## src/rtl/rf_pkg.sv

```systemverilog
// Shared register-file types and widths for the write-back path.
package rf_pkg;
  localparam int XLEN       = 32;
  localparam int NREG       = 32;
  localparam int REG_ADDR_W = 5;

  typedef struct packed {
    logic [REG_ADDR_W-1:0] rd;
    logic [XLEN-1:0]       data;
  } wb_req_t;
endpackage

```

## src/rtl/rf_wb_fifo.sv

```systemverilog
// Synchronous FIFO for long-latency write-back results; pushes are ignored when full,
// pops ignored when empty. A same-cycle pop never frees the slot for that cycle's push.
module rf_wb_fifo
  import rf_pkg::*;
#(
  parameter int DEPTH = 4
) (
  input  logic    clk,
  input  logic    reset,
  input  logic    push,
  input  wb_req_t din,
  input  logic    pop,
  output wb_req_t dout,
  output logic    full,
  output logic    empty
);
  localparam int AW = $clog2(DEPTH);

  wb_req_t     r_mem [DEPTH];
  logic [AW:0] r_wptr;
  logic [AW:0] r_rptr;
  logic        w_push;
  logic        w_pop;

  assign w_push = push && !full;
  assign w_pop  = pop && !empty;
  assign empty  = (r_wptr == r_rptr);
  // Extra pointer bit distinguishes full from empty when the indices coincide.
  assign full   = (r_wptr[AW] != r_rptr[AW]) && (r_wptr[AW-1:0] == r_rptr[AW-1:0]);
  assign dout   = r_mem[r_rptr[AW-1:0]];

  always_ff @(posedge clk or negedge reset) begin
    if (!reset) begin
      r_wptr <= '0;
      r_rptr <= '0;
    end else begin
      if (w_push) r_wptr <= r_wptr + (AW+1)'(1);
      if (w_pop)  r_rptr <= r_rptr + (AW+1)'(1);
    end
  end

  always_ff @(posedge clk) begin
    if (w_push) r_mem[r_wptr[AW-1:0]] <= din;
  end
endmodule

```

## src/rtl/rf_wb_scheduler.sv

```systemverilog
// Shares the register-file write port between the ALU (priority) and queued LSU/MDU results,
// and stalls issue on hazards against outstanding long-latency writes or when the queue starves.
module rf_wb_scheduler
  import rf_pkg::*;
#(
  parameter int XLEN       = 32,
  parameter int QDEPTH     = 4,
  parameter int STARVE_MAX = 8
) (
  input  logic                  clk,
  input  logic                  reset,
  input  logic                  alu_valid,
  input  logic [REG_ADDR_W-1:0] alu_rd,
  input  logic [XLEN-1:0]       alu_data,
  input  logic                  lsu_valid,
  output logic                  lsu_ready,
  input  logic [REG_ADDR_W-1:0] lsu_rd,
  input  logic [XLEN-1:0]       lsu_data,
  input  logic                  issue_valid,
  input  logic                  issue_long,
  input  logic [REG_ADDR_W-1:0] issue_rd,
  input  logic [REG_ADDR_W-1:0] issue_rs1,
  input  logic [REG_ADDR_W-1:0] issue_rs2,
  output logic                  stall,
  output logic                  rf_wen,
  output logic [REG_ADDR_W-1:0] rf_waddr,
  output logic [XLEN-1:0]       rf_wdata
);
  localparam int SW = $clog2(STARVE_MAX + 1);

  wb_req_t         w_push_req;
  wb_req_t         w_head;
  logic            w_full;
  logic            w_empty;
  logic            w_alu_win;
  logic            w_pop;
  logic            w_lsu_wr;
  logic            w_throttle;
  logic [NREG-1:0] r_busy;
  logic [NREG-1:0] w_busy_nxt;
  logic [SW-1:0]   r_starve;

  assign w_push_req = '{rd: lsu_rd, data: lsu_data};

  rf_wb_fifo #(.DEPTH(QDEPTH)) u_fifo (
    .clk   (clk),
    .reset (reset),
    .push  (lsu_valid),
    .din   (w_push_req),
    .pop   (w_pop),
    .dout  (w_head),
    .full  (w_full),
    .empty (w_empty)
  );

  assign lsu_ready = !w_full;

  // An ALU write to x0 is a no-op and leaves the port free for the queue.
  assign w_alu_win = alu_valid && (alu_rd != '0);
  assign w_pop     = !w_alu_win && !w_empty;
  assign w_lsu_wr  = w_pop && (w_head.rd != '0);

  always_comb begin
    rf_wen   = 1'b0;
    rf_waddr = '0;
    rf_wdata = '0;
    if (w_alu_win) begin
      rf_wen   = 1'b1;
      rf_waddr = alu_rd;
      rf_wdata = alu_data;
    end else if (w_lsu_wr) begin
      rf_wen   = 1'b1;
      rf_waddr = w_head.rd;
      rf_wdata = w_head.data;
    end
  end

  assign w_throttle = (r_starve >= SW'(STARVE_MAX));
  assign stall = issue_valid &&
                 (r_busy[issue_rs1] || r_busy[issue_rs2] || r_busy[issue_rd] || w_throttle);

  // Clear first so a same-register set in the same cycle wins.
  always_comb begin
    w_busy_nxt = r_busy;
    if (w_lsu_wr) w_busy_nxt[w_head.rd] = 1'b0;
    if (issue_valid && issue_long && !stall && (issue_rd != '0))
      w_busy_nxt[issue_rd] = 1'b1;
    w_busy_nxt[0] = 1'b0;
  end

  always_ff @(posedge clk or negedge reset) begin
    if (!reset) begin
      r_busy   <= '0;
      r_starve <= '0;
    end else begin
      r_busy <= w_busy_nxt;
      if (w_empty || w_pop)
        r_starve <= '0;
      else if (!w_throttle)
        r_starve <= r_starve + SW'(1);
    end
  end
endmodule

```

## config.mk

```make
export PLATFORM = sky130hd
export DESIGN_NAME = rf_wb_scheduler
export DESIGN_NICKNAME = d
export VERILOG_FILES = /design/src/rtl/rf_pkg.sv /design/src/rtl/rf_wb_fifo.sv /design/src/rtl/rf_wb_scheduler.sv
export SDC_FILE = /design/constraint.sdc
export NUM_CORES = 1
export LEC_CHECK = 0
export CELL_PAD_IN_SITES_DETAIL_PLACEMENT = 1
export CELL_PAD_IN_SITES_GLOBAL_PLACEMENT = 1
export CORE_UTILIZATION = 39
export CTS_CLUSTER_DIAMETER = 150
export CTS_CLUSTER_SIZE = 20
export DETAILED_ROUTE_END_ITERATION = 16
export GPL_TIMING_DRIVEN = 0
export PLACE_DENSITY_LB_ADDON = 0.12
export SLEW_MARGIN = 30
export SYNTH_ARGS = -nofsm -noshare
export SYNTH_HDL_FRONTEND = slang
export SYNTH_SLANG_ARGS = --single-unit
```

## constraint.sdc

```tcl
create_clock -name clk -period 2.3 [get_ports clk]
set_input_delay 0.345 -clock clk [delete_from_list [all_inputs] [get_ports clk]]
set_output_delay 0.345 -clock clk [all_outputs]
set_load 0.02 [all_outputs]
```

==> impl_metrics.env <==
export IMPL_status="complete, but fails checks"
export IMPL_violations="setup timing"
export IMPL_critical_path_required_ns=1.96
export IMPL_cts_buffers=17
export IMPL_cp_slowest_cell="mux4_2"
export IMPL_post_synth_num_cell_types=52
export IMPL_cap_viol_max_count=0
export IMPL_final_nets=940
export IMPL_place_area_um2=10600
export IMPL_yosysTopAreaCell="edfxtp_1"
export IMPL_die_y_um=153
export IMPL_viasPerCell=5.51
export IMPL_die_area_um2=23300
export IMPL_fin_util=0.570
export IMPL_fin_worst_skew_ns=0.0152
export IMPL_clock_sinks=189
export IMPL_critPathMaxFanout=8
export IMPL_fin_crit_ns=3.06
export IMPL_coreArea_um2=22000
export IMPL_grt_antenna_before_repair=1
export IMPL_syn_to_final_growth_pct=41.5
export IMPL_clk_latency_ns=0.44
export IMPL_dieWidth_um=153
export IMPL_drc=0
export IMPL_syn_area_per_cell_um2=14.4
export IMPL_synth_nets=718
export IMPL_arrival_ns=2.72
export IMPL_dp_final_hpwl_um=15900
export IMPL_rows=54
export IMPL_rsz0062_at_grt="true"
export IMPL_min_path_type="input pin to flip-flop"
export IMPL_clk_pin_slew_worst_paths_ns=0.07
export IMPL_drive_gt1_frac=0.341
export IMPL_dr_pass1_iters=6
export IMPL_cts_max_level=4
export IMPL_io_buffer_count=128
export IMPL_ys_ff_latch=189
export IMPL_grt_pass1_wl_um=36600
export IMPL_postRouteAntennaNets=0
export IMPL_final_cell_mix="edfxtp_1, clkdlybuf4s50_1, nand2_1, buf_6, mux4_2"
export IMPL_finalHoldViolCount=0
export IMPL_layout_setup_ws_ns=-0.763
export IMPL_drt_total_wl_um=27000
export IMPL_grt_pass1_vias=6624
export IMPL_slew_viol_final=0
export IMPL_initialDrtViolationCount=313
export IMPL_finalSetupViolCount=196
export IMPL_cts_root_buffer="clkbuf_16"
export IMPL_grt_overflow=0
export IMPL_cp_end_kind="output port"
export IMPL_grt_usage=0.207
export IMPL_wl_per_cell_um=23.9
export IMPL_cellPowerDensity_nw_per_um2=1290
export IMPL_synth_async_reset_ratio=0.217
export IMPL_irDropWorstVdd_v=0.000750
export IMPL_io_pins=135
export IMPL_final_common_cell="edfxtp_1"
export IMPL_critPathMostFrequentCell="buf_12"
export IMPL_synthFlopType="edfxtp_1"
export IMPL_slowest_delay_ns=0.53
export IMPL_grt_start_max_net_pins=39
export IMPL_placedCellCount=1025
export IMPL_tightest_slew_ns=0.758
export IMPL_synth_cells=616
export IMPL_synth_area_um2=8870
export IMPL_crit_chain="buf_12 > mux4_2 > or3_4 > o31ai_4 > buf_12 > clkbuf_16 > nand2_1 > buf_6"
export IMPL_crit_family="buffers and inverters"
export IMPL_gp_congestion=0.869
export IMPL_netlist_area_leader_share=0.501
export IMPL_start_util=0.403
export IMPL_cts_tree="done"
export IMPL_relSlewSlack=0.494
export IMPL_fin_cells=1131
export IMPL_cp_start_kind="flip-flop"
export IMPL_fin_crit_sh=1.33
export IMPL_fin_area_um2=12500
export IMPL_synth_area_leaders="edfxtp_1, dfrtp_1, mux4_2, o21ai_0, nand2_1"
export IMPL_cts_buffer_depth=2
export IMPL_vias=6230
export IMPL_yosysSeqAreaShare=0.617
export IMPL_yosys_warnings=0
export IMPL_hold_slack_ns=0.386
export IMPL_path_class="flip-flop to output port"
export IMPL_fmax_mhz=326
export IMPL_synth_edf_count=148
export IMPL_cp_num_buf_inv=4
export IMPL_cellLeakagePower_nw=4.69
stage by stage:
step                worst slack (ns)  power [mW]  setup TNS (ns)
global placement               -1.35        10.7          -80.76
finish                        -0.763        16.2          -37.57
global route                  -0.871        16.9          -52.27
CTS                           -0.846        14.2          -29.84
floorplan                     -0.196        8.75           -5.74
detailed placement             -1.38        10.9          -64.06
routing by layer:
| metal | part of all wire | track usage | vias to the layer above |
|---|---|---|---|
| li1 | - | - | 2785 |
| met1 | 0.40 | 0.234 | 3271 |
| met2 | 0.55 | 0.382 | 141 |
| met3 | 0.036 | 0.0455 | 33 |
| met4 | 0.018 | 0.0736 | 0 |
| met5 | 0 | 0 | - |
state kept, by name, summed over array words and instances, names as in the netlist:
| register | cells |
|---|---|
| u_fifo.r_rptr | 3 |
| r_starve | 4 |
| r_busy | 31 |
| u_fifo.r_wptr | 3 |
| u_fifo.r_mem | 148 |
synth_stat cells, types with 2 or more instances:
master / instances
a2111oi_0: 2
a21oi_1: 4
a22o_1: 5
a31oi_1: 2
and2_1: 5
and3_1: 6
buf_1: 2
buf_2: 12
buf_6: 6
clkbuf_1: 9
clkbuf_2: 2
dfrtp_1: 41
edfxtp_1: 148
ha_1: 7
inv_1: 37
mux2_2: 7
mux2i_1: 15
mux4_1: 7
mux4_2: 43
nand2_1: 79
nand2b_1: 7
nand3_1: 7
nand3b_1: 4
nor2_1: 14
nor2b_1: 10
nor3_1: 5
nor3b_1: 4
nor4_1: 2
nor4b_1: 2
o211ai_1: 2
o21ai_0: 62
o21ai_2: 29
o31ai_1: 3
xnor2_1: 6
xor2_1: 3
where the power goes:
group	internal, mW	switching, mW
clock network	1.42	1.39
registers	4.68	0.572
logic	4.07	4.07
total	10.2	6.03
worst min-delay path: stages:
cell and delay (ns):
buf_2 0.22, nor3_1 0.10, nand2_1 0.07, o21ai_1 0.06
worst paths after layout:
kind | startpoint | slack, ns | cells after the start | end
setup reg to reg | u_fifo.r_rptr[0] | -0.17 | 12 | r_busy[19]
max in group asynchronous | reset | 1.33 | 3 | u_fifo.r_rptr[0]
min in group asynchronous | reset | 0.44 | 2 | r_busy[7]
hold reg to reg | u_fifo.r_wptr[2] | 0.52 | 1 | u_fifo.r_wptr[2]
setup / recovery | u_fifo.r_rptr[0] | -0.76 | 8 | rf_wen
hold / removal | issue_rd[3] | 0.39 | 4 | r_busy[1]
timing repair:
item / 4_1_cts / 5_1_grt
gates resized for setup: 263 / 135
endpoints found under the setup margin: 71 / 219
pin swaps: 14 / 38
hold buffers: 1 / 0
cloned: 1 / 14
hold endpoints to repair: 20 / 0
setup buffers: 22 / 39
logic make-up after synthesis:
logic type,Yosys count,synth area share
mux,72,0.156
simple gates,151,0.0821
flops,189,0.617
buf+inv,68,0.0358
compound gates,120,0.0906
xor+xnor,9,0.00889
fa+ha+maj,7,0.00988
cell type report:
| type | instances | area [um^2] |
|---|---|---|
| well taps | 280 | 350 |
| multi-input cells | 363 | 3480 |
| clock buffers | 17 | 425 |
| repair buffers | 199 | 2280 |
| flip-flops and latches | 189 | 5470 |
| fillers | 2123 | 9480 |
| clock inverters | 14 | 126 |
| diodes | 1 | 2.50 |
| inverters | 37 | 139 |
| plain buffers | 31 | 264 |
No activity file was read; power rests on OpenSTA's default activity.
